$ cat config.mk
export PLATFORM = sky130hd
export DESIGN_NAME = mips_mem_arbiter_flat
export DESIGN_NICKNAME = d
export VERILOG_FILES = /design/src/rtl/mips_mem_arbiter_if.sv /design/src/rtl/mips_mem_arbiter.sv /design/src/flat_wrapper.sv
export SDC_FILE = /design/constraint.sdc
export NUM_CORES = 1
export LEC_CHECK = 0
export CAP_MARGIN = 25
export CELL_PAD_IN_SITES_DETAIL_PLACEMENT = 2
export CELL_PAD_IN_SITES_GLOBAL_PLACEMENT = 2
export CORE_ASPECT_RATIO = 0.7
export CORE_MARGIN = 2
export CORE_UTILIZATION = 27
export DETAILED_ROUTE_END_ITERATION = 8
export PLACE_DENSITY_LB_ADDON = 0.05
export SETUP_SLACK_MARGIN = 0.1
export SLEW_MARGIN = 20
export SYNTH_ARGS = -nofsm -noshare
export SYNTH_HDL_FRONTEND = slang
export SYNTH_SLANG_ARGS = --single-unit
$ cat constraint.sdc
create_clock -name clock -period 3.3 [get_ports clock]
set_input_delay 0.495 -clock clock [delete_from_list [all_inputs] [get_ports clock]]
set_output_delay 0.495 -clock clock [all_outputs]
set_load 0.02 [all_outputs]
$ cat src/rtl/mips_mem_arbiter_if.sv
// Signal bundle between mips_mem_arbiter, the fetch/data requesters and the memory.
// master is the arbiter's view; slave is the view of the requesters and memory together.
interface mips_mem_arbiter_if;
   logic        if_req;
   logic [31:0] if_addr;
   logic [31:0] if_rdata;
   logic        if_done;
   logic        d_req;
   logic [31:0] d_addr;
   logic [31:0] d_wdata;
   logic        d_word_we;
   logic        d_byte_we;
   logic [31:0] d_rdata;
   logic        d_done;
   logic        mem_req;
   logic [31:0] mem_addr;
   logic [31:0] mem_wdata;
   logic        mem_word_we;
   logic        mem_byte_we;
   logic [31:0] mem_rdata;
   logic        mem_ready;
   logic        stall;
   logic        bus_error;

   modport master (
      input  if_req, if_addr, d_req, d_addr, d_wdata, d_word_we, d_byte_we,
             mem_rdata, mem_ready,
      output if_rdata, if_done, d_rdata, d_done, mem_req, mem_addr, mem_wdata,
             mem_word_we, mem_byte_we, stall, bus_error
   );

   modport slave (
      output if_req, if_addr, d_req, d_addr, d_wdata, d_word_we, d_byte_we,
             mem_rdata, mem_ready,
      input  if_rdata, if_done, d_rdata, d_done, mem_req, mem_addr, mem_wdata,
             mem_word_we, mem_byte_we, stall, bus_error
   );
endinterface

$ cat src/rtl/mips_mem_arbiter.sv
// Single-ported memory arbiter between MIPS instruction fetch and data accesses.
// Define MEM_TIMEOUT_EN to abort BUSY after TIMEOUT cycles without mem_ready.
module mips_mem_arbiter #(
   parameter int unsigned MAX_DATA_RUN = 4,
   parameter int unsigned TIMEOUT      = 64
) (
   input  logic               clock,
   input  logic               reset,
   mips_mem_arbiter_if.master bus
);
   typedef enum logic [2:0] {IDLE, BUSY_I, BUSY_D, RESP_I, RESP_D} state_e;

   localparam logic [3:0] RUN_MAX = 4'(MAX_DATA_RUN);

   if (MAX_DATA_RUN < 1 || MAX_DATA_RUN > 15 || TIMEOUT < 2 || TIMEOUT > 255) begin : g_param_check
      $error("mips_mem_arbiter: MAX_DATA_RUN or TIMEOUT out of range");
   end

   state_e      state_q, state_d;
   logic [31:0] addr_q, addr_d;
   logic [31:0] wdata_q, wdata_d;
   logic        word_we_q, word_we_d;
   logic        byte_we_q, byte_we_d;
   logic [31:0] if_rdata_q, if_rdata_d;
   logic [31:0] d_rdata_q, d_rdata_d;
   logic [3:0]  run_q, run_d;
   logic        busy, data_grant, expire, if_done, d_done;

   assign busy = (state_q == BUSY_I) || (state_q == BUSY_D);
   // Data wins unless fetch has already watched MAX_DATA_RUN data grants in a row.
   assign data_grant = bus.d_req && (!bus.if_req || (run_q < RUN_MAX));

`ifdef MEM_TIMEOUT_EN
   localparam logic [7:0] WAIT_LAST = 8'(TIMEOUT - 1);
   logic [7:0] wait_q, wait_d;
   logic       err_q, err_d;

   // A ready in the expiry cycle still completes normally.
   assign expire = busy && !bus.mem_ready && (wait_q == WAIT_LAST);

   always_comb begin
      wait_d = wait_q;
      err_d  = expire;
      if (state_q == IDLE) begin
         wait_d = '0;
      end else if (busy && !bus.mem_ready) begin
         wait_d = wait_q + 8'd1;
      end
   end

   always_ff @(posedge clock or negedge reset) begin
      if (!reset) begin
         wait_q <= '0;
         err_q  <= 1'b0;
      end else begin
         wait_q <= wait_d;
         err_q  <= err_d;
      end
   end

   assign bus.bus_error = err_q;
`else
   assign expire        = 1'b0;
   assign bus.bus_error = 1'b0;
`endif

   always_comb begin
      state_d    = state_q;
      addr_d     = addr_q;
      wdata_d    = wdata_q;
      word_we_d  = word_we_q;
      byte_we_d  = byte_we_q;
      if_rdata_d = if_rdata_q;
      d_rdata_d  = d_rdata_q;
      run_d      = run_q;
      case (state_q)
         IDLE: begin
            if (data_grant) begin
               state_d   = BUSY_D;
               addr_d    = bus.d_addr;
               wdata_d   = bus.d_wdata;
               word_we_d = bus.d_word_we;
               // sw and sb together collapse to a word store
               byte_we_d = bus.d_byte_we & ~bus.d_word_we;
               if (!bus.if_req) begin
                  run_d = '0;
               end else if (run_q != RUN_MAX) begin
                  run_d = run_q + 4'd1;
               end
            end else if (bus.if_req) begin
               state_d   = BUSY_I;
               addr_d    = bus.if_addr;
               word_we_d = 1'b0;
               byte_we_d = 1'b0;
               run_d     = '0;
            end
         end
         BUSY_I: begin
            if (bus.mem_ready) begin
               state_d    = RESP_I;
               if_rdata_d = bus.mem_rdata;
            end else if (expire) begin
               state_d = RESP_I;
            end
         end
         BUSY_D: begin
            if (bus.mem_ready) begin
               state_d = RESP_D;
               if (!word_we_q && !byte_we_q) begin
                  d_rdata_d = bus.mem_rdata;
               end
            end else if (expire) begin
               state_d = RESP_D;
            end
         end
         default: state_d = IDLE;
      endcase
   end

   always_ff @(posedge clock or negedge reset) begin
      if (!reset) begin
         state_q    <= IDLE;
         addr_q     <= '0;
         wdata_q    <= '0;
         word_we_q  <= 1'b0;
         byte_we_q  <= 1'b0;
         if_rdata_q <= '0;
         d_rdata_q  <= '0;
         run_q      <= '0;
      end else begin
         state_q    <= state_d;
         addr_q     <= addr_d;
         wdata_q    <= wdata_d;
         word_we_q  <= word_we_d;
         byte_we_q  <= byte_we_d;
         if_rdata_q <= if_rdata_d;
         d_rdata_q  <= d_rdata_d;
         run_q      <= run_d;
      end
   end

   assign if_done         = (state_q == RESP_I);
   assign d_done          = (state_q == RESP_D);
   assign bus.if_done     = if_done;
   assign bus.d_done      = d_done;
   assign bus.mem_req     = busy;
   assign bus.mem_addr    = addr_q;
   assign bus.mem_wdata   = wdata_q;
   assign bus.mem_word_we = word_we_q;
   assign bus.mem_byte_we = byte_we_q;
   assign bus.if_rdata    = if_rdata_q;
   assign bus.d_rdata     = d_rdata_q;
   assign bus.stall       = (bus.if_req & ~if_done) | (bus.d_req & ~d_done);
endmodule

$ cat src/flat_wrapper.sv
// flat-port wrapper written by rule: the top's interface ports become plain ports
module mips_mem_arbiter_flat 
#(
   parameter int unsigned MAX_DATA_RUN = 4,
   parameter int unsigned TIMEOUT      = 64
)
  (clock, reset, bus_if_req, bus_if_addr, bus_d_req, bus_d_addr, bus_d_wdata, bus_d_word_we, bus_d_byte_we, bus_mem_rdata, bus_mem_ready, bus_if_rdata, bus_if_done, bus_d_rdata, bus_d_done, bus_mem_req, bus_mem_addr, bus_mem_wdata, bus_mem_word_we, bus_mem_byte_we, bus_stall, bus_bus_error);
  mips_mem_arbiter_if bus_i ();
  input  logic clock;
  input  logic reset;
  input wire logic [$bits(bus_i.if_req)-1:0] bus_if_req;
  input wire logic [$bits(bus_i.if_addr)-1:0] bus_if_addr;
  input wire logic [$bits(bus_i.d_req)-1:0] bus_d_req;
  input wire logic [$bits(bus_i.d_addr)-1:0] bus_d_addr;
  input wire logic [$bits(bus_i.d_wdata)-1:0] bus_d_wdata;
  input wire logic [$bits(bus_i.d_word_we)-1:0] bus_d_word_we;
  input wire logic [$bits(bus_i.d_byte_we)-1:0] bus_d_byte_we;
  input wire logic [$bits(bus_i.mem_rdata)-1:0] bus_mem_rdata;
  input wire logic [$bits(bus_i.mem_ready)-1:0] bus_mem_ready;
  output wire logic [$bits(bus_i.if_rdata)-1:0] bus_if_rdata;
  output wire logic [$bits(bus_i.if_done)-1:0] bus_if_done;
  output wire logic [$bits(bus_i.d_rdata)-1:0] bus_d_rdata;
  output wire logic [$bits(bus_i.d_done)-1:0] bus_d_done;
  output wire logic [$bits(bus_i.mem_req)-1:0] bus_mem_req;
  output wire logic [$bits(bus_i.mem_addr)-1:0] bus_mem_addr;
  output wire logic [$bits(bus_i.mem_wdata)-1:0] bus_mem_wdata;
  output wire logic [$bits(bus_i.mem_word_we)-1:0] bus_mem_word_we;
  output wire logic [$bits(bus_i.mem_byte_we)-1:0] bus_mem_byte_we;
  output wire logic [$bits(bus_i.stall)-1:0] bus_stall;
  output wire logic [$bits(bus_i.bus_error)-1:0] bus_bus_error;
  assign bus_i.if_req = bus_if_req;
  assign bus_i.if_addr = bus_if_addr;
  assign bus_i.d_req = bus_d_req;
  assign bus_i.d_addr = bus_d_addr;
  assign bus_i.d_wdata = bus_d_wdata;
  assign bus_i.d_word_we = bus_d_word_we;
  assign bus_i.d_byte_we = bus_d_byte_we;
  assign bus_i.mem_rdata = bus_mem_rdata;
  assign bus_i.mem_ready = bus_mem_ready;
  assign bus_if_rdata = bus_i.if_rdata;
  assign bus_if_done = bus_i.if_done;
  assign bus_d_rdata = bus_i.d_rdata;
  assign bus_d_done = bus_i.d_done;
  assign bus_mem_req = bus_i.mem_req;
  assign bus_mem_addr = bus_i.mem_addr;
  assign bus_mem_wdata = bus_i.mem_wdata;
  assign bus_mem_word_we = bus_i.mem_word_we;
  assign bus_mem_byte_we = bus_i.mem_byte_we;
  assign bus_stall = bus_i.stall;
  assign bus_bus_error = bus_i.bus_error;
  mips_mem_arbiter #(.MAX_DATA_RUN(MAX_DATA_RUN), .TIMEOUT(TIMEOUT)) u_core (.clock(clock), .reset(reset), .bus(bus_i));
endmodule
==> metrics.md <==
| Metric | Value |
|---|---|
| Period Utilization, post-route | `between 70% and 80%` |
| Vias per inst | `roughly 4.7` |
| Floorplan core area | `between 0.02 and 0.025 mm²` |
| CP arrival | `2020 ps` |
| Number of flops mapped to enable cells by yosys | `0` |
| Cell area after synthesis | `~0.0057 mm²` |
| Area growth syn-to-layout | `62.8%` |
| Cts repair resizes | `0` |
| Final Util | `roughly 45%` |
| DIE HEIGHT | `between 100 and 150 µm` |
| Outcome | `complete, no violations` |
| Distinct cells, synth | `30` |
| Worst Tran Pin Value | `~840 ps` |
| Syn nets | `~580` |
| CP Data Required Time | `roughly 2800 ps` |
| Clock Path Buffers | `2` |
| Path depth of the worst reg2reg path | `5` |
| Max cap viols | `0` |
| Leak | `between 0.003 and 0.004 µW` |
| Largest net degree at the start of global routing | `84` |
| Post-synth top area cell | `dfrtp_1` |
| DRT Pass-1 Iters | `4` |
| VDD IR-drop max | `~440 µV` |
| Share of synthesized registers carrying an async set or reset | `100%` |
| R2r endpoint | `u_core.bus.mem_addr[26]` |
| Critical path class | `input pin to primary output` |
| Avg WL per Cell | `about 20 µm` |
| Ys Warns | `0` |
| TritonCTS clock tree | `built` |
| Critical R2R Launch | `u_core.state_q[1]` |
| Crit end category | `primary output` |
| Worst-case clock skew | `between 7 and 8 ps` |
| Final Hold Vio Count | `0` |
| Starting Density | `a little over a quarter` |
| Gr usage total | `around a fifth` |
| Synth area leaders | `dfrtp_1, mux2_2, mux2_1` |
| Worst min path class | `input pin to asynchronous set/reset pin` |
| Final TNS setup | `0 ps` |
| Initial antenna violation count | `0` |
| # diodes | `0` |
| Starting DRT DRC Count | `194` |
| WL final | `between 15000 and 20000 µm` |
| Fin nets | `approximately 840` |
| Die Area | `about 0.022 mm²` |
| Chip width | `roughly 180 µm` |
| Setup violators final | `0` |
| Placer Congestion | `0.758` |
| Synthesis-stage register bit count | `137` |
| Register area share after synthesis | `around 61%` |
| Vias in the first global route | `approximately 5.4k` |
| PD cells | `between 1000 and 1500 mW/mm²` |
| Post-detail-place hpwl | `approximately 14000 µm` |
| # IOs | `270` |
| Sink Count | `between 100 and 150` |
| Critical Path Source Type | `input pin` |
| First-pass GRT wire length | `31700 µm` |
| R2R setup slack | `1330 ps` |
| Final ANT Viol Nets | `0` |
| Rel. slew slack | `43.9%` |
| Synthesized netlist cell count | `around 440` |
| TritonCTS buffer count | `17` |
| Later-pin clock latency in the skew report | `approximately 420 ps` |
| CTS H-Tree Depth | `4` |
| Clock root buffer | `clkbuf_16` |
| IO Port Bufs | `around 270` |
| Share of cells above drive strength 1 | `between 15 and 20%` |
| Synth Flop Type | `dfrtp_1` |
| Syn Area/Cell | `~13 µm²` |
| # DRC | `0` |
| Num rows | `44` |
| Reg clk slew, reported paths | `around 60 ps` |
| Area share of the largest cell type after synthesis | `between 60% and 70%` |
| CP Max Fanout | `33` |
| RSZ-0062 raised after global routing | `no` |
| Max Clock Freq | `397 MHz` |
| Post-CTS setup buffer count | `0` |
| Vias | `4643` |
| Tmin final | `2520 ps` |
| Fin. max-slew vios | `0` |
| GRT Residual Overflow | `0` |
| CP startpoint | `bus_d_req` |
| CTS Hold Buffers Added | `0` |
metrics by stage:
stage / hold slack (ps) / std cells / cell area [µm²] / total power (µW) / setup slack [ps]
after global routing: 165 / 988 / 9200 / 10100 / 688
after detailed placement: 478 / 957 / 8600 / 7670 / 702
after CTS: 155 / 988 / 9200 / 9690 / 766
final: 91.4 / 988 / 9200 / 9520 / 781
after floorplan: 199 / 438 / 5650 / 5290 / 1420
after global placement: 466 / 957 / 8600 / 7520 / 765
report_power, final:
| group | switching, µW | internal (µW) | total (µW) |
|---|---|---|---|
| logic | 2280 | 2290 | 4570 |
| clock network | 755 | 1190 | 1950 |
| registers | 478 | 2520 | 3000 |
| total | 3510 | 6010 | 9520 |
registers in the layout (all words and copies together), names as in the netlist:
register,count
u_core.bus.mem_byte_we,1
u_core.state_q,3
u_core.bus.mem_word_we,1
u_core.bus.mem_wdata,32
u_core.run_q,4
u_core.bus.mem_addr,32
u_core.bus.d_rdata,32
u_core.bus.if_rdata,32
Yosys cell counts, drive strengths merged, types with 2 or more instances:
cell type,count
dfrtp,137
clkbuf,22
inv,5
o21ai,33
and2,3
ha,2
nand2,3
a31oi,32
nor2,5
o21a,2
a22o,2
mux2,98
a32o,2
a21oi,33
and3,2
nand3,32
buf,16
cells in the final DEF (no fill, tap or decap), types with 3 or more instances in the layout:
master and instances:
clkinv_4 3, inv_1 5, a31oi_1 32, clkbuf_16 17, mux2_1 28, dfrtp_1 137
nor2_1 5, a21oi_1 33, nand2_1 3, mux2_2 70, and2_1 3, clkdlybuf4s50_1 267
buf_4 12, o21ai_0 32, bufinv_16 3, nand3_1 32
layout make-up:
type,instances,area [µm²]
clock buffers,18,429
clock inverters,13,170
fillers,2053,11400
inverters,5,18.8
multi-input cells,258,2020
flip-flops and latches,137,3430
well taps,276,345
repair buffers,281,2790
cells by family (layout without fill, tap and decap cells):
| group | Yosys count | in the layout | share of synthesized area, % |
|---|---|---|---|
| buffers and inverters | 43 | 317 | 3.76 |
| and+or+nand+nor | 50 | 50 | 4.85 |
| other | 1 | 1 | 0.0663 |
| AOI/OAI and AO/OA | 106 | 106 | 10.6 |
| adders and majority gates | 2 | 2 | 0.443 |
| muxes | 98 | 98 | 19.5 |
| xor gates and xnor gates | 1 | 1 | 0.155 |
| DFF | 137 | 137 | 60.6 |
critical path: stages:
cell             delay [ps]
clkdlybuf4s50_1         470
inv_1                    50
buf_4                   230
o22ai_1                 150
clkdlybuf4s50_1         630
per-layer routing:
layer  global-route usage [%]  up-vias  part of all wire [%]
met5                        0        -                     0
met4                     5.25        0                   1.3
met3                     7.00       17                   7.3
met2                     30.5      159                    48
met1                     23.5     2362                    44
li1                         -     2105                     -
how the worst max path moves through the flow:
stage                               end  slack (ps)  depth (start not counted)
2_1_floorplan                 bus_stall        1420                          4
3_3_place_gp   u_core.bus.mem_wdata[30]         770                          5
3_5_place_dp   u_core.bus.mem_wdata[30]         700                          5
4_1_cts                       bus_stall         770                          5
5_1_grt                       bus_stall         690                          5
6_report                      bus_stall         780                          5
No activity file was read; power rests on OpenSTA's default activity.
